[config.mk]
export PLATFORM = sky130hd
export DESIGN_NAME = bank_cmd_scheduler_flat
export DESIGN_NICKNAME = d
export VERILOG_FILES = /design/src/rtl/bank_cmd_if.sv /design/src/rtl/bank_cmd_scheduler.sv /design/src/flat_wrapper.sv
export SDC_FILE = /design/constraint.sdc
export NUM_CORES = 1
export LEC_CHECK = 0
export ABC_CLOCK_PERIOD_IN_PS = 2000
export BUFFER_PORTS_ARGS = -buffer_cell sky130_fd_sc_hd__buf_2
export CORE_MARGIN = 2
export CORE_UTILIZATION = 50
export DETAILED_ROUTE_END_ITERATION = 8
export GPL_TIMING_DRIVEN = 1
export PLACE_DENSITY_LB_ADDON = 0.05
export SYNTH_ARGS = -nofsm -noshare
export SYNTH_HDL_FRONTEND = slang
export SYNTH_SLANG_ARGS = --single-unit
[constraint.sdc]
create_clock -name clk -period 2 [get_ports clk]
set_input_delay 0.2 -clock clk [delete_from_list [all_inputs] [get_ports clk]]
set_output_delay 0.2 -clock clk [all_outputs]
set_load 0.01 [all_outputs]
[src/rtl/bank_cmd_if.sv]
// ---------------------------------------------------------------------------
// bank_cmd_if
//   Request handshake plus DDR command bus between a requester and the
//   single-bank command scheduler.
//
//   Requester -> scheduler : req_valid, req_write, req_row, req_col
//   Scheduler -> requester : req_ready, ACT, RD, WR, PR, REF, row, column,
//                            rd_done, wr_done, row_open
//
//   master modport : the requester / test side
//   slave  modport : the scheduler
// ---------------------------------------------------------------------------
interface bank_cmd_if #(
  parameter int ROW_W = 17,
  parameter int COL_W = 10
);
  logic             req_valid;
  logic             req_ready;
  logic             req_write;
  logic [ROW_W-1:0] req_row;
  logic [COL_W-1:0] req_col;

  logic             ACT;
  logic             RD;
  logic             WR;
  logic             PR;
  logic             REF;
  logic [ROW_W-1:0] row;
  logic [COL_W-1:0] column;
  logic             rd_done;
  logic             wr_done;
  logic             row_open;

  modport master (
    output req_valid, req_write, req_row, req_col,
    input  req_ready, ACT, RD, WR, PR, REF, row, column,
           rd_done, wr_done, row_open
  );

  modport slave (
    input  req_valid, req_write, req_row, req_col,
    output req_ready, ACT, RD, WR, PR, REF, row, column,
           rd_done, wr_done, row_open
  );
endinterface

[src/rtl/bank_cmd_scheduler.sv]
// ---------------------------------------------------------------------------
// bank_cmd_scheduler
//   Single-bank command scheduler with an open-page policy. Accepts read and
//   write requests, issues correctly spaced one-hot ACT/RD/WR/PR/REF pulses,
//   inserts periodic refresh and reports completion TCL cycles after each
//   column command.
//
//   Ports
//     clk   : clock
//     rst   : synchronous active-high reset
//     halt  : freezes FSM, wait counter and refresh counter; masks pulses
//     bus   : bank_cmd_if.slave -- request handshake, command pulses,
//             row/column address, rd_done/wr_done, row_open
// ---------------------------------------------------------------------------
module bank_cmd_scheduler #(
  parameter int ROWS  = 131072,
  parameter int COLS  = 1024,
  parameter int TRCD  = 3,
  parameter int TRP   = 3,
  parameter int TCL   = 4,
  parameter int TRFC  = 8,
  parameter int TREFI = 64
) (
  input  logic      clk,
  input  logic      rst,
  input  logic      halt,
  bank_cmd_if.slave bus
);

  localparam int ROW_W  = $clog2(ROWS);
  localparam int COL_W  = $clog2(COLS);
  localparam int MAX_A  = (TRCD > TRP)  ? TRCD : TRP;
  localparam int MAX_B  = (TCL  > TRFC) ? TCL  : TRFC;
  localparam int MAX_T  = (MAX_A > MAX_B) ? MAX_A : MAX_B;
  localparam int WAIT_W = (MAX_T > 2) ? $clog2(MAX_T) : 1;
  localparam int REF_W  = (TREFI > 2) ? $clog2(TREFI) : 1;

  typedef enum logic [2:0] {
    S_IDLE,
    S_ACTWAIT,
    S_ACTIVE,
    S_CASWAIT,
    S_PREWAIT,
    S_REFWAIT
  } state_e;

  // One bit per single-cycle pulse; at most one of the command bits is set.
  typedef struct packed {
    logic act;
    logic rd;
    logic wr;
    logic pr;
    logic refresh;
    logic rd_done;
    logic wr_done;
  } pulse_t;

  state_e             state_q,       state_d;
  logic [WAIT_W-1:0]  wait_q,        wait_d;
  logic [REF_W-1:0]   ref_cnt_q,     ref_cnt_d;
  logic               ref_pending_q, ref_pending_d;
  logic               ref_mode_q,    ref_mode_d;     // PREWAIT leads to REF, not ACT
  logic               row_open_q,    row_open_d;
  logic [ROW_W-1:0]   row_q,         row_d;
  logic [COL_W-1:0]   column_q,      column_d;
  logic               lat_write_q,   lat_write_d;
  logic [ROW_W-1:0]   lat_row_q,     lat_row_d;
  logic [COL_W-1:0]   lat_col_q,     lat_col_d;
  pulse_t             pulse_q,       pulse_d;

  logic ready;
  logic accept;
  logic ref_wrap;

  // Reset is folded in so the handshake reads not-ready while rst is held.
  assign ready    = !rst && !halt && !ref_pending_q &&
                    (state_q == S_IDLE || state_q == S_ACTIVE);
  assign accept   = bus.req_valid && ready;
  assign ref_wrap = (ref_cnt_q == REF_W'(TREFI - 1));

  always_comb begin
    // NOTE: every signal gets a default before any branch; a path that left
    // one unassigned would infer a latch.
    state_d       = state_q;
    wait_d        = wait_q;
    ref_cnt_d     = ref_cnt_q;
    ref_pending_d = ref_pending_q;
    ref_mode_d    = ref_mode_q;
    row_open_d    = row_open_q;
    row_d         = row_q;
    column_d      = column_q;
    lat_write_d   = lat_write_q;
    lat_row_d     = lat_row_q;
    lat_col_d     = lat_col_q;
    pulse_d       = pulse_q;  // held through halt so a due pulse is not lost

    if (!halt) begin
      pulse_d   = '0;
      ref_cnt_d = ref_wrap ? '0 : ref_cnt_q + 1'b1;

      case (state_q)
        S_IDLE: begin
          if (ref_pending_q) begin
            pulse_d.refresh = 1'b1;
            ref_pending_d   = 1'b0;
            wait_d          = WAIT_W'(TRFC - 1);
            state_d         = S_REFWAIT;
          end else if (accept) begin
            lat_write_d = bus.req_write;
            lat_row_d   = bus.req_row;
            lat_col_d   = bus.req_col;
            pulse_d.act = 1'b1;
            row_d       = bus.req_row;
            row_open_d  = 1'b1;
            wait_d      = WAIT_W'(TRCD - 1);
            state_d     = S_ACTWAIT;
          end
        end

        S_ACTWAIT: begin
          if (wait_q == '0) begin
            pulse_d.rd = !lat_write_q;
            pulse_d.wr = lat_write_q;
            column_d   = lat_col_q;
            wait_d     = WAIT_W'(TCL - 1);
            state_d    = S_CASWAIT;
          end else begin
            wait_d = wait_q - 1'b1;
          end
        end

        S_ACTIVE: begin
          if (ref_pending_q) begin
            pulse_d.pr = 1'b1;
            row_open_d = 1'b0;
            ref_mode_d = 1'b1;
            wait_d     = WAIT_W'(TRP - 1);
            state_d    = S_PREWAIT;
          end else if (accept) begin
            lat_write_d = bus.req_write;
            lat_row_d   = bus.req_row;
            lat_col_d   = bus.req_col;
            if (bus.req_row == row_q) begin
              pulse_d.rd = !bus.req_write;
              pulse_d.wr = bus.req_write;
              column_d   = bus.req_col;
              wait_d     = WAIT_W'(TCL - 1);
              state_d    = S_CASWAIT;
            end else begin
              pulse_d.pr = 1'b1;
              row_open_d = 1'b0;
              ref_mode_d = 1'b0;
              wait_d     = WAIT_W'(TRP - 1);
              state_d    = S_PREWAIT;
            end
          end
        end

        S_CASWAIT: begin
          if (wait_q == '0) begin
            pulse_d.rd_done = !lat_write_q;
            pulse_d.wr_done = lat_write_q;
            state_d         = S_ACTIVE;
          end else begin
            wait_d = wait_q - 1'b1;
          end
        end

        S_PREWAIT: begin
          if (wait_q == '0) begin
            if (ref_mode_q) begin
              pulse_d.refresh = 1'b1;
              ref_pending_d   = 1'b0;
              wait_d          = WAIT_W'(TRFC - 1);
              state_d         = S_REFWAIT;
            end else begin
              pulse_d.act = 1'b1;
              row_d       = lat_row_q;
              row_open_d  = 1'b1;
              wait_d      = WAIT_W'(TRCD - 1);
              state_d     = S_ACTWAIT;
            end
          end else begin
            wait_d = wait_q - 1'b1;
          end
        end

        S_REFWAIT: begin
          if (wait_q == '0) begin
            state_d = S_IDLE;
          end else begin
            wait_d = wait_q - 1'b1;
          end
        end

        default: state_d = S_IDLE;
      endcase

      // Placed after the FSM so a wrap coinciding with REF issue still
      // leaves a refresh pending; repeated wraps collapse into one.
      if (ref_wrap) ref_pending_d = 1'b1;
    end
  end

  always_ff @(posedge clk) begin
    // NOTE: state registers use non-blocking assignment so every flop
    // samples the values from before this edge.
    if (rst) begin
      state_q       <= S_IDLE;
      wait_q        <= '0;
      ref_cnt_q     <= '0;
      ref_pending_q <= 1'b0;
      ref_mode_q    <= 1'b0;
      row_open_q    <= 1'b0;
      row_q         <= '0;
      column_q      <= '0;
      lat_write_q   <= 1'b0;
      lat_row_q     <= '0;
      lat_col_q     <= '0;
      pulse_q       <= '0;
    end else begin
      state_q       <= state_d;
      wait_q        <= wait_d;
      ref_cnt_q     <= ref_cnt_d;
      ref_pending_q <= ref_pending_d;
      ref_mode_q    <= ref_mode_d;
      row_open_q    <= row_open_d;
      row_q         <= row_d;
      column_q      <= column_d;
      lat_write_q   <= lat_write_d;
      lat_row_q     <= lat_row_d;
      lat_col_q     <= lat_col_d;
      pulse_q       <= pulse_d;
    end
  end

  // Pulses are masked while halted; the flops keep them so they appear on
  // the first non-halted cycle.
  assign bus.ACT      = pulse_q.act     & ~halt;
  assign bus.RD       = pulse_q.rd      & ~halt;
  assign bus.WR       = pulse_q.wr      & ~halt;
  assign bus.PR       = pulse_q.pr      & ~halt;
  assign bus.REF      = pulse_q.refresh & ~halt;
  assign bus.rd_done  = pulse_q.rd_done & ~halt;
  assign bus.wr_done  = pulse_q.wr_done & ~halt;
  assign bus.row      = row_q;
  assign bus.column   = column_q;
  assign bus.row_open = row_open_q;
  assign bus.req_ready = ready;

endmodule

[src/flat_wrapper.sv]
// flat-port wrapper written by rule: the top's interface ports become plain ports
module bank_cmd_scheduler_flat 
#(
  parameter int ROWS  = 131072,
  parameter int COLS  = 1024,
  parameter int TRCD  = 3,
  parameter int TRP   = 3,
  parameter int TCL   = 4,
  parameter int TRFC  = 8,
  parameter int TREFI = 64
)
  (clk, rst, halt, bus_req_valid, bus_req_write, bus_req_row, bus_req_col, bus_req_ready, bus_ACT, bus_RD, bus_WR, bus_PR, bus_REF, bus_row, bus_column, bus_rd_done, bus_wr_done, bus_row_open);
  bank_cmd_if #(.ROW_W(($clog2(ROWS))), .COL_W(($clog2(COLS)))) bus_i ();
  input  logic clk;
  input  logic rst;
  input  logic halt;
  input wire logic [$bits(bus_i.req_valid)-1:0] bus_req_valid;
  input wire logic [$bits(bus_i.req_write)-1:0] bus_req_write;
  input wire logic [$bits(bus_i.req_row)-1:0] bus_req_row;
  input wire logic [$bits(bus_i.req_col)-1:0] bus_req_col;
  output wire logic [$bits(bus_i.req_ready)-1:0] bus_req_ready;
  output wire logic [$bits(bus_i.ACT)-1:0] bus_ACT;
  output wire logic [$bits(bus_i.RD)-1:0] bus_RD;
  output wire logic [$bits(bus_i.WR)-1:0] bus_WR;
  output wire logic [$bits(bus_i.PR)-1:0] bus_PR;
  output wire logic [$bits(bus_i.REF)-1:0] bus_REF;
  output wire logic [$bits(bus_i.row)-1:0] bus_row;
  output wire logic [$bits(bus_i.column)-1:0] bus_column;
  output wire logic [$bits(bus_i.rd_done)-1:0] bus_rd_done;
  output wire logic [$bits(bus_i.wr_done)-1:0] bus_wr_done;
  output wire logic [$bits(bus_i.row_open)-1:0] bus_row_open;
  assign bus_i.req_valid = bus_req_valid;
  assign bus_i.req_write = bus_req_write;
  assign bus_i.req_row = bus_req_row;
  assign bus_i.req_col = bus_req_col;
  assign bus_req_ready = bus_i.req_ready;
  assign bus_ACT = bus_i.ACT;
  assign bus_RD = bus_i.RD;
  assign bus_WR = bus_i.WR;
  assign bus_PR = bus_i.PR;
  assign bus_REF = bus_i.REF;
  assign bus_row = bus_i.row;
  assign bus_column = bus_i.column;
  assign bus_rd_done = bus_i.rd_done;
  assign bus_wr_done = bus_i.wr_done;
  assign bus_row_open = bus_i.row_open;
  bank_cmd_scheduler #(.ROWS(ROWS), .COLS(COLS), .TRCD(TRCD), .TRP(TRP), .TCL(TCL), .TRFC(TRFC), .TREFI(TREFI)) u_core (.clk(clk), .rst(rst), .halt(halt), .bus(bus_i));
endmodule
Yosys cells after proc, flatten, opt, wreduce, memory -nomap -nowiden
Index checks and enable logic that the tools add are counted.
- add/sub/neg operators: 2
- equal/unequal tests: 24
- multiplexer cells: 63
- bitwise operators: 9
- reductions and logical operators: 28
- operator list (kind ; number):
    $mux 17 ; 4
    $mux 3 ; 19
    $mux 10 ; 4
    $pmux 17 s2 ; 1
    $mux 1 ; 22
    $pmux 10 s2 ; 1
    $pmux 3 s6 ; 1
    $eq 17x17->1 ; 1
    $pmux 3 s5 ; 1
    $ne 2x1->1 const B ; 7
    $ne 3x1->1 const B ; 4
    $reduce_and 4->1 ; 3
    $reduce_and 6->1 ; 2
    $ne 2x2->1 const B ; 5
    $mux 2 ; 4
    $reduce_and 8->1 ; 1
    $and 1x1->1 ; 7
    $reduce_and 7->1 ; 1
    $add 6x1->6 const B ; 1
    $eq 3x2->1 const B ; 2
    $eq 3x3->1 const B ; 2
    $eq 6x6->1 const B ; 1
    $logic_not 3->1 ; 2
    $mux 6 ; 1
    15 further kinds ; 29
- bits in registers: 77
- input port bits: 32
- output and inout bits: 36
- logic and storage cells: 144

Logic depth before layout (Yosys ltp)
Gate-level depths: netlist of run 1.
- depth in word-level cells: 8
- gate-level depth with buffers: 8
- depth with buffers taken out: 7

Worst setup path after synthesis of run 1
No wires, ideal clock.
- kind: reg-to-reg
- start: register u_core.ref_pending_q
- end: register u_core.column_q[0], in the netlist u_core.bus.column[0]
- setup time: 0.138 ns
- arrival time: 1.806 ns
- required time: 1.862 ns
- path slack: 0.056 ns
- stages on the path, launching flop included: 7
- cells stage by stage: dfxtp_1 > buf_6 > or4_4 > o32ai_2 > nand4b_1 > o221ai_4 > o22ai_1
- longest elaborated chain between the ends: 6
- elaborated cells on any way between the ends: 7
- ends and longest elaborated chain (what ; RTL line ; RTL):
    start, declared ; bank_cmd_scheduler.sv:61 ; logic ref_pending_q, ref_pending_d;
    start signal, assigned ; bank_cmd_scheduler.sv:225 ; ref_pending_q <= ref_pending_d;
    $logic_not 1->1 ; bank_cmd_scheduler.sv:76 ; assign ready = !rst && !halt && !ref_pending_q &&
    $logic_and 1x1->1 (2 in a row) ; bank_cmd_scheduler.sv:76 ;
    $logic_and 1x1->1 ; bank_cmd_scheduler.sv:78 ; assign accept = bus.req_valid && ready;
    $ne 2x1->1 (no line) ; - ;
    $reduce_and 6->1 (no line) (*) ; - ;
    end signal, assigned ; bank_cmd_scheduler.sv:229 ; column_q <= column_d;
    end, declared ; bank_cmd_scheduler.sv:65 ; logic [COL_W-1:0] column_q, column_d;
Every way passes the cells marked *; elsewhere a longest branch is shown, timed or not.
A chain may end at the register's enable or synchronous reset.

Final worst setup path of run 1
- start: register u_core.state_q[0]
- end: register u_core.row_q[9], in the netlist u_core.bus.row[9]
- longest elaborated chain between the ends: 6
- elaborated cells on any way between the ends: 13
- ends and longest elaborated chain (what ; RTL line ; RTL):
    start, declared ; bank_cmd_scheduler.sv:58 ; state_e state_q, state_d;
    start signal, assigned ; bank_cmd_scheduler.sv:222 ; state_q <= state_d;
    $eq 3x2->1 / $logic_not 3->1 (equally long branches) ; bank_cmd_scheduler.sv:77, bank_cmd_scheduler.sv:101 ;
    $logic_or 1x1->1 ; bank_cmd_scheduler.sv:77 ; (state_q == S_IDLE || state_q == S_ACTIVE);
    $logic_and 1x1->1 ; bank_cmd_scheduler.sv:76 ;
    $logic_and 1x1->1 ; bank_cmd_scheduler.sv:78 ;
    $ne 2x1->1 (no line) ; - ;
    $reduce_and 6->1 (no line) ; - ;
    end signal, assigned ; bank_cmd_scheduler.sv:228 ; row_q <= row_d;
    end, declared ; bank_cmd_scheduler.sv:64 ; logic [ROW_W-1:0] row_q, row_d;
Several ways; a longest one is shown, not always the timed one.

==> results of run 1 <==
==> stage by stage <==
stage | TNS, ns | instance area [µm²] | instances | util
6_report | -0.319 | 4810 | 634 | 0.660
5_1_grt | -1.99 | 4810 | 634 | 0.660
3_5_place_dp | -1.30 | 4370 | 610 | 0.599
3_3_place_gp | -0.470 | 4370 | 610 | 0.599
2_1_floorplan | 0 | 3780 | 440 | -
4_1_cts | -0.332 | 4650 | 630 | 0.637
==> registers in the layout, summed over array words and instances (netlist names) <==
signal,flops
u_core.bus.row,17
u_core.bus.row_open,1
u_core.ref_pending_q,1
u_core.ref_mode_q,1
u_core.lat_row_q,17
u_core.wait_q,3
u_core.bus.column,10
u_core.lat_col_q,10
u_core.lat_write_q,1
u_core.state_q,3
u_core.pulse_q,7
u_core.ref_cnt_q,6
==> worst min-delay path, cell delays in order <==
cell,delay (ns)
buf_2,0.10
nand2_1,0.05
a21oi_1,0.05
==> Yosys cell counts, types with 4 or more instances <==
cell type | n | area [µm²]
a211oi_1 | 9 | 67.6
a211oi_2 | 11 | 138
a21oi_1 | 39 | 195
a31oi_1 | 5 | 31.3
clkbuf_1 | 18 | 67.6
dfxtp_1 | 77 | 1540
inv_1 | 18 | 67.6
mux2i_1 | 28 | 280
nand2_1 | 67 | 251
nand2b_1 | 4 | 25.0
nand3_1 | 5 | 25.0
nor2_1 | 34 | 128
nor2b_1 | 12 | 75.1
nor3_1 | 8 | 40.0
nor4_1 | 4 | 25.0
o21ai_0 | 11 | 55.1
o22ai_1 | 13 | 81.3
xnor2_1 | 8 | 70.1
xor2_1 | 14 | 123
==> worst max-delay path by stage <==
stage,to,depth (start not counted),from,slack (ns)
finish,u_core.bus.row[9]$_SDFFE_PP0P_,8,u_core.state_q[0]$_SDFFE_PP0P_,-0.04
global route,u_core.bus.row[6]$_SDFFE_PP0P_,8,u_core.state_q[0]$_SDFFE_PP0P_,-0.09
CTS,u_core.bus.column[0]$_SDFFE_PP0P_,5,u_core.state_q[0]$_SDFFE_PP0P_,-0.04
detailed placement,u_core.bus.column[0]$_SDFFE_PP0P_,6,halt,-0.11
global placement,u_core.bus.column[0]$_SDFFE_PP0P_,6,halt,-0.05
floorplan,u_core.bus.column[0]$_SDFFE_PP0P_,6,u_core.ref_pending_q$_SDFFE_PP0P_,0.06
==> repair_timing <==
action | 4_1_cts | 5_1_grt
cloned | 2 | 3
resized for setup | 3 | 29
endpoints found under the setup margin | 27 | 31
pin swaps | 2 | 17
setup buffers | 2 | 2
==> final cells by class <==
type                            instances  area (µm²)
Multi-Input combinational cell        318        2160
Clock buffer                           10         128
Tap cell                               99         124
Clock inverter                          6        68.8
Timing Repair Buffer                  105         713
Inverter                               19        71.3
Fill cell                             675        2480
Sequential cell                        77        1550
==> layer usage <==
metal	vias to the layer above	share of wire
met4	0	0.012
met1	1651	0.45
met5	-	0
met2	72	0.49
met3	10	0.045
li1	1726	-
==> power breakdown <==
part / total (µW) / switching, µW / leakage, µW / internal [µW]
logic: 1850 / 1030 / 0.00112 / 820
registers: 1810 / 125 / 0.000626 / 1690
clock network: 1200 / 614 / 0.0000977 / 589
==> logic make-up after synthesis <==
family	count (synthesis)	share of synthesized area
adders and majority gates	5	0.0152
DFF	77	0.408
AOI/OAI and AO/OA	109	0.208
and+or+nand+nor	153	0.189
xor gates and xnor gates	22	0.0510
buffers and inverters	46	0.0537
muxes	28	0.0742
==> impl_metrics.csv, run 1 <==
group,metric,value,unit
yosys,ys_ff_latch,77,
power_and_ir_drop,p_total,4860,µW
critical_path,crit_chain,"or4_4 > buf_6 > or2_4 > a21oi_4 > buf_12 > buf_6 > nor2_1 > a211oi_1",
worst_hold_path,min_to,"u_core.lat_col_q[0]$_SDFFE_PP0P_",
flow_run,cap_violations,0,
final_layout,layout_commonest_cell,"dfxtp_1",
timing,worst_pin_slew,0.497,ns
timing,fin_hold_ws,0.0848,ns
global_routing,first_global_vias,3307,
power_and_ir_drop,power.leakage,0.00184,µW
drt,drt_iter0_markers,172,
final_layout,diodes,0,
floorplanning,die_w,90.9,µm
timing,rsz0062_at_grt,"true",
yosys,syn_area,3780,µm²
yosys,yosys.cell_types.count,57,
clock_tree,htreeDepth,3,
timing,clock_skew,0.0134,ns
yosys,synthesis.nets,475,
global_routing,grt_antenna_before_repair,0,
critical_path,cp.arrival,2.31,ns
yosys,syn_area_per_cell,8.58,µm²
status,violations,"setup timing",
final_layout,final_cell_mix,"dfxtp_1 (74), buf_2 (67), nand2_1 (66)",
final_layout,nNetsFinal,565,
global_routing,grt_max_degree,34,
timing,worst_slack,-0.0384,ns
yosys,yosysSeqAreaShare,0.408,
clock_tree,clk_latency,0.35,ns
floorplanning,die_y,90.9,µm
global_routing,grt-busiest-layer,"met2",
floorplanning,initial_utilization,0.518,
critical_path,cpMostUsedCell,"buf_6",
placed_design,numPortBuffers,67,
drt,via_per_inst,5.46,
final_layout,area_growth,27.3,%
yosys,syn-instance-count,440,
placed_design,dpl_worst_slack,-0.109,ns
drt,vias,3459,
floorplanning,dieArea,8270,µm²
timing,max_freq,491,MHz
worst_hold_path,hold_class,"input port to flop",
clock_tree,cts_made_buffers,9,
critical_path,cp_top_family,"simple AND/OR/NAND/NOR gates",
critical_path,cp_num_buf_inv,3,
timing,hold_viol,0,
drt,routedWlPerCell,15.4,µm
worst_hold_path,holdPathStages,3,
global_routing,grt_use_met1,0.311,
timing,relSlewSlack,0.666,
drt,dr.pass1.iters,4,
critical_path,reg2reg_slack,-0.04,ns
floorplanning,core_area,7290,µm²
drt,remaining_drc_errors,0,
clock_tree,clk_pin_slew,0.09,ns
placed_design,dpl.hpwl,6200,µm
clock_tree,clkSinkCount,77,
status,status,"complete, but fails checks",
critical_path,worstReg2RegStart,"u_core.state_q[0]$_SDFFE_PP0P_",
placed_design,gp_congestion,0.875,
global_routing,grt_use_total,0.237,
yosys,synth_warnings,0,
drt,totalWireLength,9790,µm
clock_tree,ctsHoldBuffers,0,
critical_path,max_stage_delay,0.56,ns
clock_tree,cts_tree,"done",
yosys,synth-edff-count,0,
critical_path,r2r_cells,8,
clock_tree,cts.path.max_buffers,2,
yosys,async_flop_share,0,
timing,period_needed,2.04,ns
floorplanning,ioPinCount,68,
power_and_ir_drop,ir_drop,0.000474,V
critical_path,critical_path_class,"flop to flop",
critical_path,critPathRequiredTime,2.27,ns
floorplanning,num_rows,31,
clock_tree,clockRootBuffer,"clkbuf_8",
global_routing,grtUsageMet2,0.395,
drt,antenna_left,0,
timing,finalCritPeriodShare,1.02,
final_layout,drive_above_1_share,0.312,
yosys,synth_ff_type,"dfxtp_1",
global_routing,grtUsageMet3,0.0367,
critical_path,cp_slowest_cell,"or4_4",
global_routing,grt_pass1_wl,15800,µm
critical_path,startpoint_type,"flop",
timing,drv_slew,0,
timing,setup_violations,22,
worst_hold_path,min_from,"bus_req_col[0]",
global_routing,grt_overflow,0,
critical_path,cp-end-kind,"flop",
critical_path,path_max_fanout,5,
power_and_ir_drop,power_density,1010,nW/µm²
critical_path,r2r_end,"u_core.bus.row[9]$_SDFFE_PP0P_",
Note: power is estimated with default switching activity, not from simulation.
==> inputs of run 2 (changes only) <==
--- a/config.mk
+++ b/config.mk
@@ -6,11 +6,12 @@
 export NUM_CORES = 1
 export LEC_CHECK = 0
-export ABC_CLOCK_PERIOD_IN_PS = 2000
+export ABC_CLOCK_PERIOD_IN_PS = 2300
 export BUFFER_PORTS_ARGS = -buffer_cell sky130_fd_sc_hd__buf_2
 export CORE_MARGIN = 2
-export CORE_UTILIZATION = 50
+export CORE_UTILIZATION = 55
 export DETAILED_ROUTE_END_ITERATION = 8
 export GPL_TIMING_DRIVEN = 1
 export PLACE_DENSITY_LB_ADDON = 0.05
+export SETUP_SLACK_MARGIN = 0.15
 export SYNTH_ARGS = -nofsm -noshare
 export SYNTH_HDL_FRONTEND = slang
==> constraint.sdc (replaced) <==
create_clock -name clk -period 2.3 [get_ports clk]
set_input_delay 0 -clock clk [delete_from_list [all_inputs] [get_ports clk]]
set_output_delay 0 -clock clk [all_outputs]
set_load 0.01 [all_outputs]
==> run 2 against run 1 <==
Compared with the run above:
- the run now ends clean
- final cell count fell by 1.9%
- clock skew fell by 0.0048 ns
- count of clock-buffer cells in the layout did not move
- utilization rose by 4.5 points
- via count rose by 1.3%
- register-to-register slack improved by 0.26 ns
- critical endpoint is now u_core.bus.column[6]$_SDFFE_PP0P_
- largest cell class unchanged
==> impl_metrics.csv, run 2 (synthesis results as in run 1) <==
group,metric,value,unit
critical_path,critPathRequiredTime,2.51,ns
timing,setup_violations,0,
placed_design,numPortBuffers,67,
timing,rsz0062_at_grt,"false",
floorplanning,dieArea,7550,µm²
global_routing,grt_pass1_wl,15000,µm
floorplanning,num_rows,30,
final_layout,final_cell_mix,"dfxtp_1 (77), nand2_1 (67), buf_2 (67)",
drt,antenna_left,0,
timing,worst_slack,0.224,ns
power_and_ir_drop,power.leakage,0.00180,µW
global_routing,grt_use_total,0.252,
global_routing,grt_antenna_before_repair,0,
final_layout,drive_above_1_share,0.223,
drt,remaining_drc_errors,0,
drt,routedWlPerCell,15.4,µm
clock_tree,clockRootBuffer,"clkbuf_8",
global_routing,grt_use_met1,0.337,
timing,finalCritPeriodShare,0.903,
critical_path,crit_chain,"or4b_1 > o32ai_2 > nand4b_1 > buf_4 > o221ai_4 > o22ai_1",
global_routing,grt-busiest-layer,"met2",
clock_tree,cts.path.max_buffers,2,
clock_tree,cts_made_buffers,9,
critical_path,critical_path_class,"flop to flop",
timing,worst_pin_slew,0.649,ns
power_and_ir_drop,ir_drop,0.000417,V
floorplanning,ioPinCount,68,
global_routing,grtUsageMet3,0.0417,
global_routing,grtUsageMet2,0.414,
clock_tree,htreeDepth,3,
placed_design,dpl.hpwl,6010,µm
drt,totalWireLength,9570,µm
worst_hold_path,hold_class,"input port to flop",
timing,hold_viol,0,
timing,period_needed,2.08,ns
timing,fin_hold_ws,0.192,ns
power_and_ir_drop,power_density,853,nW/µm²
critical_path,cp.arrival,2.29,ns
timing,drv_slew,0,
placed_design,dpl_worst_slack,0.252,ns
critical_path,cp-end-kind,"flop",
clock_tree,clk_pin_slew,0.08,ns
critical_path,max_stage_delay,0.58,ns
clock_tree,cts_tree,"done",
floorplanning,core_area,6720,µm²
final_layout,diodes,0,
timing,relSlewSlack,0.567,
drt,vias,3505,
floorplanning,die_y,86.9,µm
critical_path,cp_top_family,"simple AND/OR/NAND/NOR gates",
critical_path,cp_num_buf_inv,1,
clock_tree,clkSinkCount,77,
critical_path,r2r_end,"u_core.bus.column[6]$_SDFFE_PP0P_",
final_layout,area_growth,25.4,%
global_routing,grt_overflow,0,
critical_path,endpoint,"u_core.bus.column[6]$_SDFFE_PP0P_",
critical_path,reg2reg_slack,0.22,ns
flow_run,cap_violations,0,
final_layout,layout_commonest_cell,"dfxtp_1",
global_routing,grt_max_degree,54,
critical_path,cp_slowest_cell,"or4b_1",
critical_path,r2r_cells,6,
global_routing,first_global_vias,3157,
critical_path,worstReg2RegStart,"u_core.state_q[2]$_SDFFE_PP0P_",
final_layout,fillerInstances,543,
timing,clock_skew,0.00860,ns
status,status,"finished, final reports clean",
clock_tree,clk_latency,0.35,ns
critical_path,cp-startpoint,"u_core.state_q[2]$_SDFFE_PP0P_",
timing,max_freq,482,MHz
drt,drt_iter0_markers,201,
drt,via_per_inst,5.64,
critical_path,path_depth,6,
timing,tns,0,ns
drt,dr.pass1.iters,4,
critical_path,path_max_fanout,7,
placed_design,gp_congestion,0.831,
critical_path,startpoint_type,"flop",
floorplanning,die_w,86.9,µm
final_layout,nNetsFinal,572,
floorplanning,initial_utilization,0.562,
## run 2: changes by cell type in the layout (fill, tap and decap cells not counted), sizes merged
cell,delta
inv,-2
clkbuf,-2
dlygate4sd3,+29
clkinv,+2
buf,-20
## run 2: power by group
part | internal (µW) | switching [µW] | leakage [µW]
Sequential | 1460 | 101 | 0.000624
Clock | 511 | 537 | 0.0000971
Combinational | 603 | 826 | 0.00108
## run 2: how the worst min path moves through the flow
stage	start	slack [ns]	endpoint	cells past startpoint
floorplan	bus_req_col[0]	0.14	u_core.lat_col_q[0]$_SDFFE_PP0P_	2
global placement	bus_req_col[1]	0.25	u_core.lat_col_q[1]$_SDFFE_PP0P_	3
detailed placement	bus_req_col[1]	0.26	u_core.lat_col_q[1]$_SDFFE_PP0P_	3
CTS	halt	0.18	u_core.lat_write_q$_SDFFE_PP0P_	5
global route	halt	0.21	u_core.lat_write_q$_SDFFE_PP0P_	5
finish	halt	0.19	u_core.lat_write_q$_SDFFE_PP0P_	5
## run 2: stage by stage
step,instances,power [µW],instance area [µm²],utilization
floorplan,440,2570,3780,-
global placement,575,2930,4210,0.627
detailed placement,575,2950,4210,0.627
CTS,620,4030,4700,0.700
global route,622,4270,4740,0.705
finish,622,4040,4740,0.705
## run 2: tightest hold or removal path, stage by stage
cell and delay (ns):
buf_2 0.14, or4_4 0.17, nor2_2 0.04, nand2_1 0.08, a21oi_1 0.06
## run 2: area by class of cell
cell class              instances  area [µm²]  area share
multi-input cells             318        2060       0.436
flip-flops and latches         77        1540       0.325
repair buffers                112         758       0.160
clock buffers                  10         128      0.0269
well taps                      80         100      0.0211
clock inverters                 6        72.6      0.0153
inverters                      19        71.3      0.0151
## run 2: routing by layer
| metal | vias to the layer above | wire length (µm) |
|---|---|---|
| met5 | - | 0 |
| met4 | 0 | 95 |
| met3 | 8 | 462 |
| met2 | 108 | 4600 |
| met1 | 1652 | 4410 |
| li1 | 1737 | - |
## run 2: repair_timing
action                     4_1_cts  5_1_grt
hold endpoints to repair        42        0
setup buffers                    0        1
gates resized for setup          0        1
hold buffers                    29        0
setup endpoints to repair        0       10
==> inputs of run 3 (changes only) <==
==> constraint.sdc (replaced) <==
create_clock -name clk -period 2.3 [get_ports clk]
set_input_delay 0.115 -clock clk [delete_from_list [all_inputs] [get_ports clk]]
set_output_delay 0.115 -clock clk [all_outputs]
set_load 0.01 [all_outputs]
==> run 3 against run 2 <==
Compared with the run above:
- die area did not move
- count of clock-buffer cells in the layout fell by 1
- final cell count fell by 4.7%
- combinational power barely moved
- utilization fell by 3.8 points
- via count fell by 4.4%
- worst hold slack got worse by 0.18 ns
- non-clock buffer count fell by 28
- largest cell class unchanged
- largest power group unchanged
- highest routed layer unchanged
==> impl_metrics.csv, run 3 (synthesis results as in run 1) <==
group,metric,value,unit
drt,totalWireLength,9250,µm
worst_hold_path,holdPathStages,3,
global_routing,grt_use_total,0.247,
drt,vias,3351,
placed_design,placed_cells,574,
placed_design,gp_congestion,0.855,
final_layout,diodes,0,
clock_tree,clockRootBuffer,"clkbuf_8",
final_layout,seq_area,1540,µm²
status,status,"finished, final reports clean",
final_layout,nNetsFinal,544,
power_and_ir_drop,power.leakage,0.00169,µW
drt,drt_iter0_markers,153,
global_routing,grt_antenna_before_repair,0,
timing,worst_slack,0.241,ns
floorplanning,initial_utilization,0.562,
clock_tree,clk_pin_slew,0.08,ns
timing,finalCritPeriodShare,0.895,
floorplanning,ioPinCount,68,
timing,clock_skew,0.0107,ns
floorplanning,num_rows,30,
final_layout,fin_cells,593,
critical_path,startpoint_type,"flop",
floorplanning,core_area,6720,µm²
global_routing,grt_pass1_wl,14800,µm
power_and_ir_drop,ir_drop,0.000464,V
final_layout,fillerInstances,605,
power_and_ir_drop,internal_power,2640,µW
clock_tree,cts_made_buffers,9,
timing,relSlewSlack,0.534,
final_layout,final_util,0.667,
flow_run,cap_violations,0,
floorplanning,dieArea,7550,µm²
timing,period_needed,2.06,ns
placed_design,dpl_worst_slack,0.201,ns
critical_path,cp_slowest_cell,"or4b_1",
power_and_ir_drop,power_frac_comb,0.346,
critical_path,worstReg2RegStart,"u_core.state_q[0]$_SDFFE_PP0P_",
final_layout,final_cell_mix,"dfxtp_1 (77), buf_2 (67), nand2_1 (66)",
timing,worst_pin_slew,0.699,ns
power_and_ir_drop,netSwitchingPower,1440,µW
power_and_ir_drop,clockPowerShare,0.272,
clock_tree,clkSinkCount,77,
final_layout,drive_above_1_share,0.236,
critical_path,r2r_cells,6,
power_and_ir_drop,power_density,911,nW/µm²
placed_design,numPortBuffers,67,
critical_path,path_max_fanout,5,
clock_tree,cts_tree,"done",
drt,routedWlPerCell,15.6,µm
timing,setup_violations,0,
critical_path,cp-end-kind,"flop",
final_layout,layout_commonest_cell,"dfxtp_1",
drt,dr.pass1.iters,4,
critical_path,crit_chain,"or4b_1 > o32ai_4 > nand4b_1 > buf_4 > o221ai_4 > o22ai_1",
global_routing,first_global_vias,3119,
timing,fin_hold_ws,0.0151,ns
power_and_ir_drop,switching_share,0.353,
floorplanning,die_w,86.9,µm
drt,remaining_drc_errors,0,
final_layout,multi_input_comb_area,2080,µm²
critical_path,critical_path_class,"flop to flop",
critical_path,critPathRequiredTime,2.51,ns
timing,max_freq,486,MHz
worst_hold_path,hold_class,"input port to flop",
timing,drv_slew,0,
worst_hold_path,min_to,"u_core.lat_col_q[3]$_SDFFE_PP0P_",
critical_path,r2r_end,"u_core.bus.column[3]$_SDFFE_PP0P_",
timing,rsz0062_at_grt,"false",
clock_tree,htreeDepth,3,
critical_path,max_stage_delay,0.61,ns
clock_tree,cts.path.max_buffers,2,
placed_design,dpl.hpwl,6170,µm
critical_path,reg2reg_slack,0.24,ns
timing,hold_viol,0,
drt,via_per_inst,5.65,
critical_path,cp.arrival,2.26,ns
drt,antenna_left,0,
worst_hold_path,min_from,"bus_req_col[3]",
final_layout,area_growth,18.7,%
floorplanning,die_y,86.9,µm
power_and_ir_drop,pwr-share-seq,0.382,
clock_tree,clk_latency,0.35,ns
timing,tns,0,ns
global_routing,grt_max_degree,59,
global_routing,grt_overflow,0,
-- run 3: critical path: cells and delay by family, from the launching register on --
family | cells | cell delay, ns
flops | 1 | 0.34
compound gates | 3 | 0.65
buf+inv | 1 | 0.18
simple gates | 2 | 0.75
-- run 3: through the flow --
step / total power [µW] / cell area (µm²)
CTS: 4060 / 4440
finish: 4090 / 4480
detailed placement: 2950 / 4200
global placement: 2940 / 4200
floorplan: 2570 / 3780
global route: 4320 / 4480
-- run 3: how the worst max path moves through the flow --
stage	from	to	slack [ns]
finish	u_core.state_q[0]$_SDFFE_PP0P_	u_core.bus.column[3]$_SDFFE_PP0P_	0.24
CTS	u_core.state_q[0]$_SDFFE_PP0P_	u_core.bus.column[3]$_SDFFE_PP0P_	0.19
floorplan	u_core.ref_pending_q$_SDFFE_PP0P_	u_core.bus.column[0]$_SDFFE_PP0P_	0.36
global route	u_core.state_q[0]$_SDFFE_PP0P_	u_core.bus.column[3]$_SDFFE_PP0P_	0.14
global placement	u_core.state_q[0]$_SDFFE_PP0P_	u_core.bus.column[7]$_SDFFE_PP0P_	0.29
detailed placement	u_core.state_q[0]$_SDFFE_PP0P_	u_core.bus.column[3]$_SDFFE_PP0P_	0.20
-- run 3: routing by layer --
metal,global-route usage,part of all wire,vias to the layer above
met3,0.0360,0.046,11
met2,0.396,0.47,91
li1,-,-,1684
met4,0.0909,0.013,0
met1,0.339,0.47,1565
met5,0,0,-
-- run 3: power by group through the flow --
stage          registers [µW]  clock network (µW)  logic (µW)
6_report                 1560                1110        1410
5_1_grt                  1580                1190        1550
4_1_cts                  1560                1130        1370
3_5_place_dp             1590                   0        1360
3_3_place_gp             1580                   0        1360
2_1_floorplan            1600                   0         964
-- run 3: timing repair --
item	in CTS	in global routing
buffers inserted	0	1
endpoints found under the setup margin	0	10
hold endpoints to repair	2	0
gates resized for setup	0	3
hold buffers	2	0
-- run 3: cell type report --
type                    count  area share
multi-input cells         318       0.464
flip-flops and latches     77       0.344
repair buffers             84       0.107
clock buffers               9      0.0276
well taps                  80      0.0223
clock inverters             6      0.0195
inverters                  19      0.0159
